## src/rtl/axi_regs_master.sv

```systemverilog
// Single-outstanding AXI3 register master: turns one read/write request into a
// one-beat AXI transaction and returns data, response code and a protocol-error flag.
module axi_regs_master #(
    parameter logic [11:0] AXI_ID = 12'h0
) (
    input  logic        ACLK,
    input  logic        ARESETN,

    input  logic        req_valid,
    output logic        req_ready,
    input  logic        req_we,
    input  logic [31:0] req_addr,
    input  logic [31:0] req_wdata,
    input  logic [3:0]  req_wstb,

    output logic        rsp_valid,
    input  logic        rsp_ready,
    output logic        rsp_we,
    output logic [31:0] rsp_rdata,
    output logic [1:0]  rsp_resp,
    output logic        rsp_err,

    output logic [31:0] AWADDR,
    output logic        AWVALID,
    output logic [11:0] AWID,
    output logic [3:0]  AWLEN,
    output logic [1:0]  AWSIZE,
    output logic [1:0]  AWBURST,
    input  logic        AWREADY,

    output logic [31:0] WDATA,
    output logic        WVALID,
    output logic [11:0] WID,
    output logic        WLAST,
    output logic [3:0]  WSTRB,
    input  logic        WREADY,

    input  logic        BVALID,
    output logic        BREADY,
    input  logic [11:0] BID,
    input  logic [1:0]  BRESP,

    output logic [31:0] ARADDR,
    output logic        ARVALID,
    output logic [11:0] ARID,
    output logic [3:0]  ARLEN,
    output logic [1:0]  ARSIZE,
    output logic [1:0]  ARBURST,
    input  logic        ARREADY,

    input  logic [31:0] RDATA,
    input  logic        RVALID,
    output logic        RREADY,
    input  logic [11:0] RID,
    input  logic        RLAST,
    input  logic [1:0]  RRESP
);

    typedef enum logic [2:0] {
        IDLE,
        WRITE,
        BWAIT,
        RADDR,
        RWAIT,
        RSP
    } state_t;

    state_t      state, state_nx;
    logic        awvalid_q, awvalid_nx;
    logic        wvalid_q, wvalid_nx;
    logic        arvalid_q, arvalid_nx;
    logic        rsp_valid_q, rsp_valid_nx;
    logic        rsp_we_q, rsp_we_nx;
    logic [31:0] rsp_rdata_q, rsp_rdata_nx;
    logic [1:0]  rsp_resp_q, rsp_resp_nx;
    logic        rsp_err_q, rsp_err_nx;
    logic [31:0] awaddr_q, awaddr_nx;
    logic [31:0] wdata_q, wdata_nx;
    logic [3:0]  wstrb_q, wstrb_nx;
    logic [31:0] araddr_q, araddr_nx;

    always_ff @(posedge ACLK or negedge ARESETN) begin
        if (!ARESETN) begin
            state       <= IDLE;
            awvalid_q   <= 1'b0;
            wvalid_q    <= 1'b0;
            arvalid_q   <= 1'b0;
            rsp_valid_q <= 1'b0;
            rsp_we_q    <= 1'b0;
            rsp_rdata_q <= '0;
            rsp_resp_q  <= '0;
            rsp_err_q   <= 1'b0;
            awaddr_q    <= '0;
            wdata_q     <= '0;
            wstrb_q     <= '0;
            araddr_q    <= '0;
        end else begin
            state       <= state_nx;
            awvalid_q   <= awvalid_nx;
            wvalid_q    <= wvalid_nx;
            arvalid_q   <= arvalid_nx;
            rsp_valid_q <= rsp_valid_nx;
            rsp_we_q    <= rsp_we_nx;
            rsp_rdata_q <= rsp_rdata_nx;
            rsp_resp_q  <= rsp_resp_nx;
            rsp_err_q   <= rsp_err_nx;
            awaddr_q    <= awaddr_nx;
            wdata_q     <= wdata_nx;
            wstrb_q     <= wstrb_nx;
            araddr_q    <= araddr_nx;
        end
    end

    always_comb begin
        state_nx     = state;
        awvalid_nx   = awvalid_q;
        wvalid_nx    = wvalid_q;
        arvalid_nx   = arvalid_q;
        rsp_valid_nx = rsp_valid_q;
        rsp_we_nx    = rsp_we_q;
        rsp_rdata_nx = rsp_rdata_q;
        rsp_resp_nx  = rsp_resp_q;
        rsp_err_nx   = rsp_err_q;
        awaddr_nx    = awaddr_q;
        wdata_nx     = wdata_q;
        wstrb_nx     = wstrb_q;
        araddr_nx    = araddr_q;

        case (state)
            IDLE: begin
                if (req_valid) begin
                    rsp_we_nx = req_we;
                    if (req_we) begin
                        state_nx   = WRITE;
                        awaddr_nx  = req_addr;
                        wdata_nx   = req_wdata;
                        wstrb_nx   = req_wstb;
                        awvalid_nx = 1'b1;
                        wvalid_nx  = 1'b1;
                    end else begin
                        state_nx   = RADDR;
                        araddr_nx  = req_addr;
                        arvalid_nx = 1'b1;
                    end
                end
            end
            WRITE: begin
                // AW and W complete independently; leave once neither is still pending
                if (AWREADY) awvalid_nx = 1'b0;
                if (WREADY)  wvalid_nx  = 1'b0;
                if ((!awvalid_q || AWREADY) && (!wvalid_q || WREADY))
                    state_nx = BWAIT;
            end
            BWAIT: begin
                if (BVALID) begin
                    rsp_rdata_nx = '0;
                    rsp_resp_nx  = BRESP;
                    rsp_err_nx   = (BID != AXI_ID);
                    rsp_valid_nx = 1'b1;
                    state_nx     = RSP;
                end
            end
            RADDR: begin
                if (ARREADY) begin
                    arvalid_nx = 1'b0;
                    state_nx   = RWAIT;
                end
            end
            RWAIT: begin
                if (RVALID) begin
                    rsp_rdata_nx = RDATA;
                    rsp_resp_nx  = RRESP;
                    rsp_err_nx   = (RID != AXI_ID) || !RLAST;
                    rsp_valid_nx = 1'b1;
                    state_nx     = RSP;
                end
            end
            RSP: begin
                if (rsp_ready) begin
                    rsp_valid_nx = 1'b0;
                    state_nx     = IDLE;
                end
            end
            default: state_nx = IDLE;
        endcase
    end

    assign req_ready = (state == IDLE);
    assign BREADY    = (state == BWAIT);
    assign RREADY    = (state == RWAIT);

    assign rsp_valid = rsp_valid_q;
    assign rsp_we    = rsp_we_q;
    assign rsp_rdata = rsp_rdata_q;
    assign rsp_resp  = rsp_resp_q;
    assign rsp_err   = rsp_err_q;

    assign AWADDR  = awaddr_q;
    assign AWVALID = awvalid_q;
    assign AWID    = AXI_ID;
    assign AWLEN   = 4'd0;
    assign AWSIZE  = 2'b10;
    assign AWBURST = 2'b01;

    assign WDATA  = wdata_q;
    assign WVALID = wvalid_q;
    assign WID    = AXI_ID;
    assign WLAST  = 1'b1;
    assign WSTRB  = wstrb_q;

    assign ARADDR  = araddr_q;
    assign ARVALID = arvalid_q;
    assign ARID    = AXI_ID;
    assign ARLEN   = 4'd0;
    assign ARSIZE  = 2'b10;
    assign ARBURST = 2'b01;

endmodule

```

## config.mk

```make
export PLATFORM = sky130hd
export DESIGN_NAME = axi_regs_master
export DESIGN_NICKNAME = d
export VERILOG_FILES = /design/src/rtl/axi_regs_master.sv
export SDC_FILE = /design/constraint.sdc
export NUM_CORES = 1
export LEC_CHECK = 0
export ABC_AREA = 1
export CAP_MARGIN = 5
export CORE_MARGIN = 4
export CORE_UTILIZATION = 42
export CTS_CLUSTER_SIZE = 40
export DETAILED_ROUTE_END_ITERATION = 7
export MAX_ROUTING_LAYER = met4
export PLACE_DENSITY = 0.86
export SETUP_SLACK_MARGIN = 0.05
export SYNTH_ARGS = -nofsm -noshare
export SYNTH_HDL_FRONTEND = slang
export SYNTH_SLANG_ARGS = --single-unit
```

## constraint.sdc

```tcl
create_clock -name ACLK -period 3.4 [get_ports ACLK]
set_input_delay 0.68 -clock ACLK [delete_from_list [all_inputs] [get_ports ACLK]]
set_output_delay 0.68 -clock ACLK [all_outputs]
set_load 0.01 [all_outputs]
```

==> flow_summary.json <==
{
  "fin_util_pct": 65.4,
  "grt.overflow.total": 0,
  "ir_worst_vdd_v": 0.000389,
  "power.static_leakage_nw": 4.59,
  "number_of_flops_mapped_to_enable_cells_by_yosys": 0,
  "timing.critical_path.slowest_stage_cell": "sky130_fd_sc_hd__dfrtp_1",
  "setup_viol": 0,
  "boundaryPins": 335,
  "placeable_core_area_mm2": 0.0145,
  "cts_buffers": 17,
  "placed_cell_area_mm2": 0.00889,
  "worst_setup_timing_slack_at_the_placement_stage_ns": 0.879,
  "ctsResizeCount": 0,
  "std_cell_rows": 44,
  "finalWorstPathRequiredPeriod_ns": 2.59,
  "clkSinkCount": 143,
  "dpl.hpwl_mm": 13.5,
  "path_clk_slew_ns": 0.06,
  "flow.area_growth_from_synthesis_pct": 53.2,
  "layout.nets": 1137,
  "synthFlopType": "sky130_fd_sc_hd__dfrtp_1",
  "timing.critical_path.cells": "inv_1 > nor2_2 > clkdlybuf4s50_1",
  "type_of_the_worst_setup_path": "reg2out",
  "min_path_type": "in2async",
  "cts_max_level": 4,
  "post_cts_buffers": 0,
  "critPathCaptureType": "output port",
  "max_clock_freq_mhz": 386,
  "final_max_slew_viol_count": 0,
  "portBuffers": 281,
  "die_w_um": 129,
  "clock_insertion_delay_worst_skew_ns": 0.42,
  "status": "completed",
  "antenna_found_initial": 0,
  "tightest_slew_ns": 0.813,
  "grt_pass1_vias": 5400,
  "cts-root-to-sink-buffers": 2,
  "groute.usage.overall_pct": 21.9,
  "ys_seq_elements": 143,
  "route.antenna.remaining_nets": 0,
  "post_detailed_routing_wire_length_mm": 18.1,
  "crit_arrival_ns": 1.91,
  "postSynth.asyncResetShare_pct": 100,
  "worst_hold_slack_ns": 0.275,
  "finalHoldViolCount": 0,
  "synthesis.area_per_instance_um2": 8.53,
  "synth-warning-count": 0,
  "chipHeight_um": 129,
  "finalWorstSetupSlack_ns": 0.807,
  "syn_inst": 725,
  "path_max_fanout": 11,
  "design_area_mm2": 0.00947,
  "r2r_setup_slack_ns": 1.25,
  "drt_pre_antenna_iters": 4,
  "via_per_inst": 4.57,
  "final.period_utilization_pct": 76.3,
  "start_util_pct": 42.7,
  "remaining_drc_errors": 0,
  "mappedNetlistArea_mm2": 0.00618,
  "finClkSkew_ns": 0.0130,
  "timing.critical_path.slowest_cell_delay_ns": 0.62,
  "clock_root_cell": "sky130_fd_sc_hd__clkbuf_16",
  "critical_path.reg2reg.endpoint": "rsp_rdata[1]$_DFFE_PN0P_",
  "worst_slew_margin_rel_pct": 45.6,
  "antenna-diode-count": 0,
  "routed-via-count": 5451,
  "pin_count_of_the_biggest_net_entering_global_routing": 81,
  "proportion_of_layout_cells_with_a_drive_suffix_above_1_pct": 5.05,
  "netlist-cell-type-count": 19,
  "required_time_of_the_critical_path_ns": 2.72,
  "seq_area_frac_synth_pct": 57.9,
  "setup_repair_after_global_routing_missed_its_margin": "no",
  "gp_routability_congestion": 0.836,
  "die-area_mm2": 0.0167,
  "tns_ns": 0,
  "grt_first_pass_wirelength_mm": 27.3,
  "drt_iter0_markers": 266,
  "tritoncts": "built",
  "hold_buffers": 0,
  "timing.reg2reg.worst_path_depth": 6,
  "wire_per_inst_um": 15.2,
  "drv.max_cap_violation_count": 0,
  "critical_path.reg2reg.startpoint": "state[2]$_DFFE_PN0P_",
  "crit_path_start_kind": "flip-flop",
  "powerDensity_mw_per_mm2": 880,
  "fillers": 1159
}
==> how the worst max path moves through the flow <==
| stage | startpoint | end | depth (start not counted) |
|---|---|---|---|
| final | state[2]$_DFFE_PN0P_ | RREADY | 3 |
| after detailed placement | req_we | ARADDR[1]$_DFFE_PN0P_ | 7 |
| after global placement | BVALID | rsp_rdata[4]$_DFFE_PN0P_ | 7 |
| after floorplan | state[2]$_DFFE_PN0P_ | RREADY | 4 |
| after global routing | state[2]$_DFFE_PN0P_ | BREADY | 4 |
| after CTS | state[2]$_DFFE_PN0P_ | RREADY | 3 |
==> worst max-delay path: cells and delay by family, from the launching register on <==
| kind | cells | cell delay, ns |
|---|---|---|
| flip-flops | 1 | 0.62 |
| AND/OR/NAND/NOR | 1 | 0.16 |
| buffers and inverters | 2 | 0.72 |
==> cells in the mapped netlist, types with 2 or more instances <==
cell | number | share of area [%]
sky130_fd_sc_hd__nand2_2 | 4 | 0.40
sky130_fd_sc_hd__nor2_4 | 3 | 0.55
sky130_fd_sc_hd__inv_2 | 4 | 0.24
sky130_fd_sc_hd__clkbuf_1 | 4 | 0.24
sky130_fd_sc_hd__inv_1 | 33 | 2.0
sky130_fd_sc_hd__conb_1 | 2 | 0.12
sky130_fd_sc_hd__buf_2 | 19 | 1.5
sky130_fd_sc_hd__buf_4 | 56 | 6.8
sky130_fd_sc_hd__nor2_1 | 23 | 1.4
sky130_fd_sc_hd__o21ai_1 | 23 | 1.9
sky130_fd_sc_hd__dfrtp_1 | 143 | 58
sky130_fd_sc_hd__nand2_1 | 344 | 21
sky130_fd_sc_hd__buf_6 | 6 | 1.1
sky130_fd_sc_hd__o21ai_0 | 45 | 3.6
sky130_fd_sc_hd__nand3_1 | 12 | 0.97
==> logic make-up after synthesis <==
logic type             count (synthesis)  share of synthesized area (%)
AO/OA/AOI/OAI                         69                           5.58
buffers and inverters                122                           11.9
flip-flops                           143                           57.9
other                                  2                          0.121
AND/OR/NAND/NOR                      389                           24.5
==> state kept, by name (all words and copies together), names as in the netlist <==
name	cells
ARADDR	32
AWADDR	32
WDATA	32
rsp_rdata	32
WSTRB	4
state	3
rsp_resp	2
ARVALID	1
AWVALID	1
WVALID	1
rsp_err	1
rsp_valid	1
rsp_we	1
==> power by group <==
part | switching, mW | total (mW) | internal (mW)
combinational | 1.72 | 3.56 | 1.84
sequential | 0.461 | 2.94 | 2.48
clock | 0.679 | 1.84 | 1.16
==> cells in the final DEF (no fill, tap or decap) <==
master | synthesis | routed
sky130_fd_sc_hd__a21oi_1 | 1 | 1
sky130_fd_sc_hd__and2_1 | 1 | 1
sky130_fd_sc_hd__buf_12 | 0 | 1
sky130_fd_sc_hd__buf_4 | 56 | 6
sky130_fd_sc_hd__buf_6 | 6 | 1
sky130_fd_sc_hd__bufinv_16 | 0 | 3
sky130_fd_sc_hd__clkbuf_16 | 0 | 17
sky130_fd_sc_hd__clkbuf_8 | 0 | 1
sky130_fd_sc_hd__clkdlybuf4s50_1 | 0 | 280
sky130_fd_sc_hd__clkinv_2 | 0 | 6
sky130_fd_sc_hd__clkinv_4 | 0 | 2
sky130_fd_sc_hd__clkinvlp_4 | 0 | 1
sky130_fd_sc_hd__conb_1 | 2 | 53
sky130_fd_sc_hd__dfrtp_1 | 143 | 143
sky130_fd_sc_hd__inv_1 | 33 | 33
sky130_fd_sc_hd__inv_2 | 4 | 4
sky130_fd_sc_hd__nand2_1 | 344 | 344
sky130_fd_sc_hd__nand2_2 | 4 | 4
sky130_fd_sc_hd__nand3_1 | 12 | 12
sky130_fd_sc_hd__nand3b_1 | 1 | 1
sky130_fd_sc_hd__nor2_1 | 23 | 22
sky130_fd_sc_hd__nor2_2 | 0 | 1
sky130_fd_sc_hd__nor2_4 | 3 | 3
sky130_fd_sc_hd__o21ai_0 | 45 | 45
sky130_fd_sc_hd__o21ai_1 | 23 | 23
sky130_fd_sc_hd__or2_2 | 1 | 1
==> layer usage <==
metal	track usage (%)	vias to the layer above	wire length, um
met5	-	-	0
met4	9.94	0	571
met3	5.85	39	1430
met2	36.4	237	9200
met1	24.7	2520	6930
li1	-	2655	-
==> cell type report <==
| class | count | area, um^2 | share of cell area [%] |
|---|---|---|---|
| clock buffer | 18 | 439 | 4.64 |
| clock inverter | 12 | 145 | 1.53 |
| inverter | 37 | 139 | 1.47 |
| multi-input combinational | 511 | 2060 | 21.8 |
| sequential | 143 | 3580 | 37.8 |
| tap | 184 | 230 | 2.43 |
| timing repair buffer | 288 | 2880 | 30.4 |
==> per-stage QoR <==
step                      power [mW]  instances
after floorplan                 4.45        776
after global placement          6.40       1163
after detailed placement        6.55       1163
after CTS                       8.42       1193
after global routing            8.87       1193
final                           8.33       1193
Note: power is estimated with default switching activity, not from simulation.
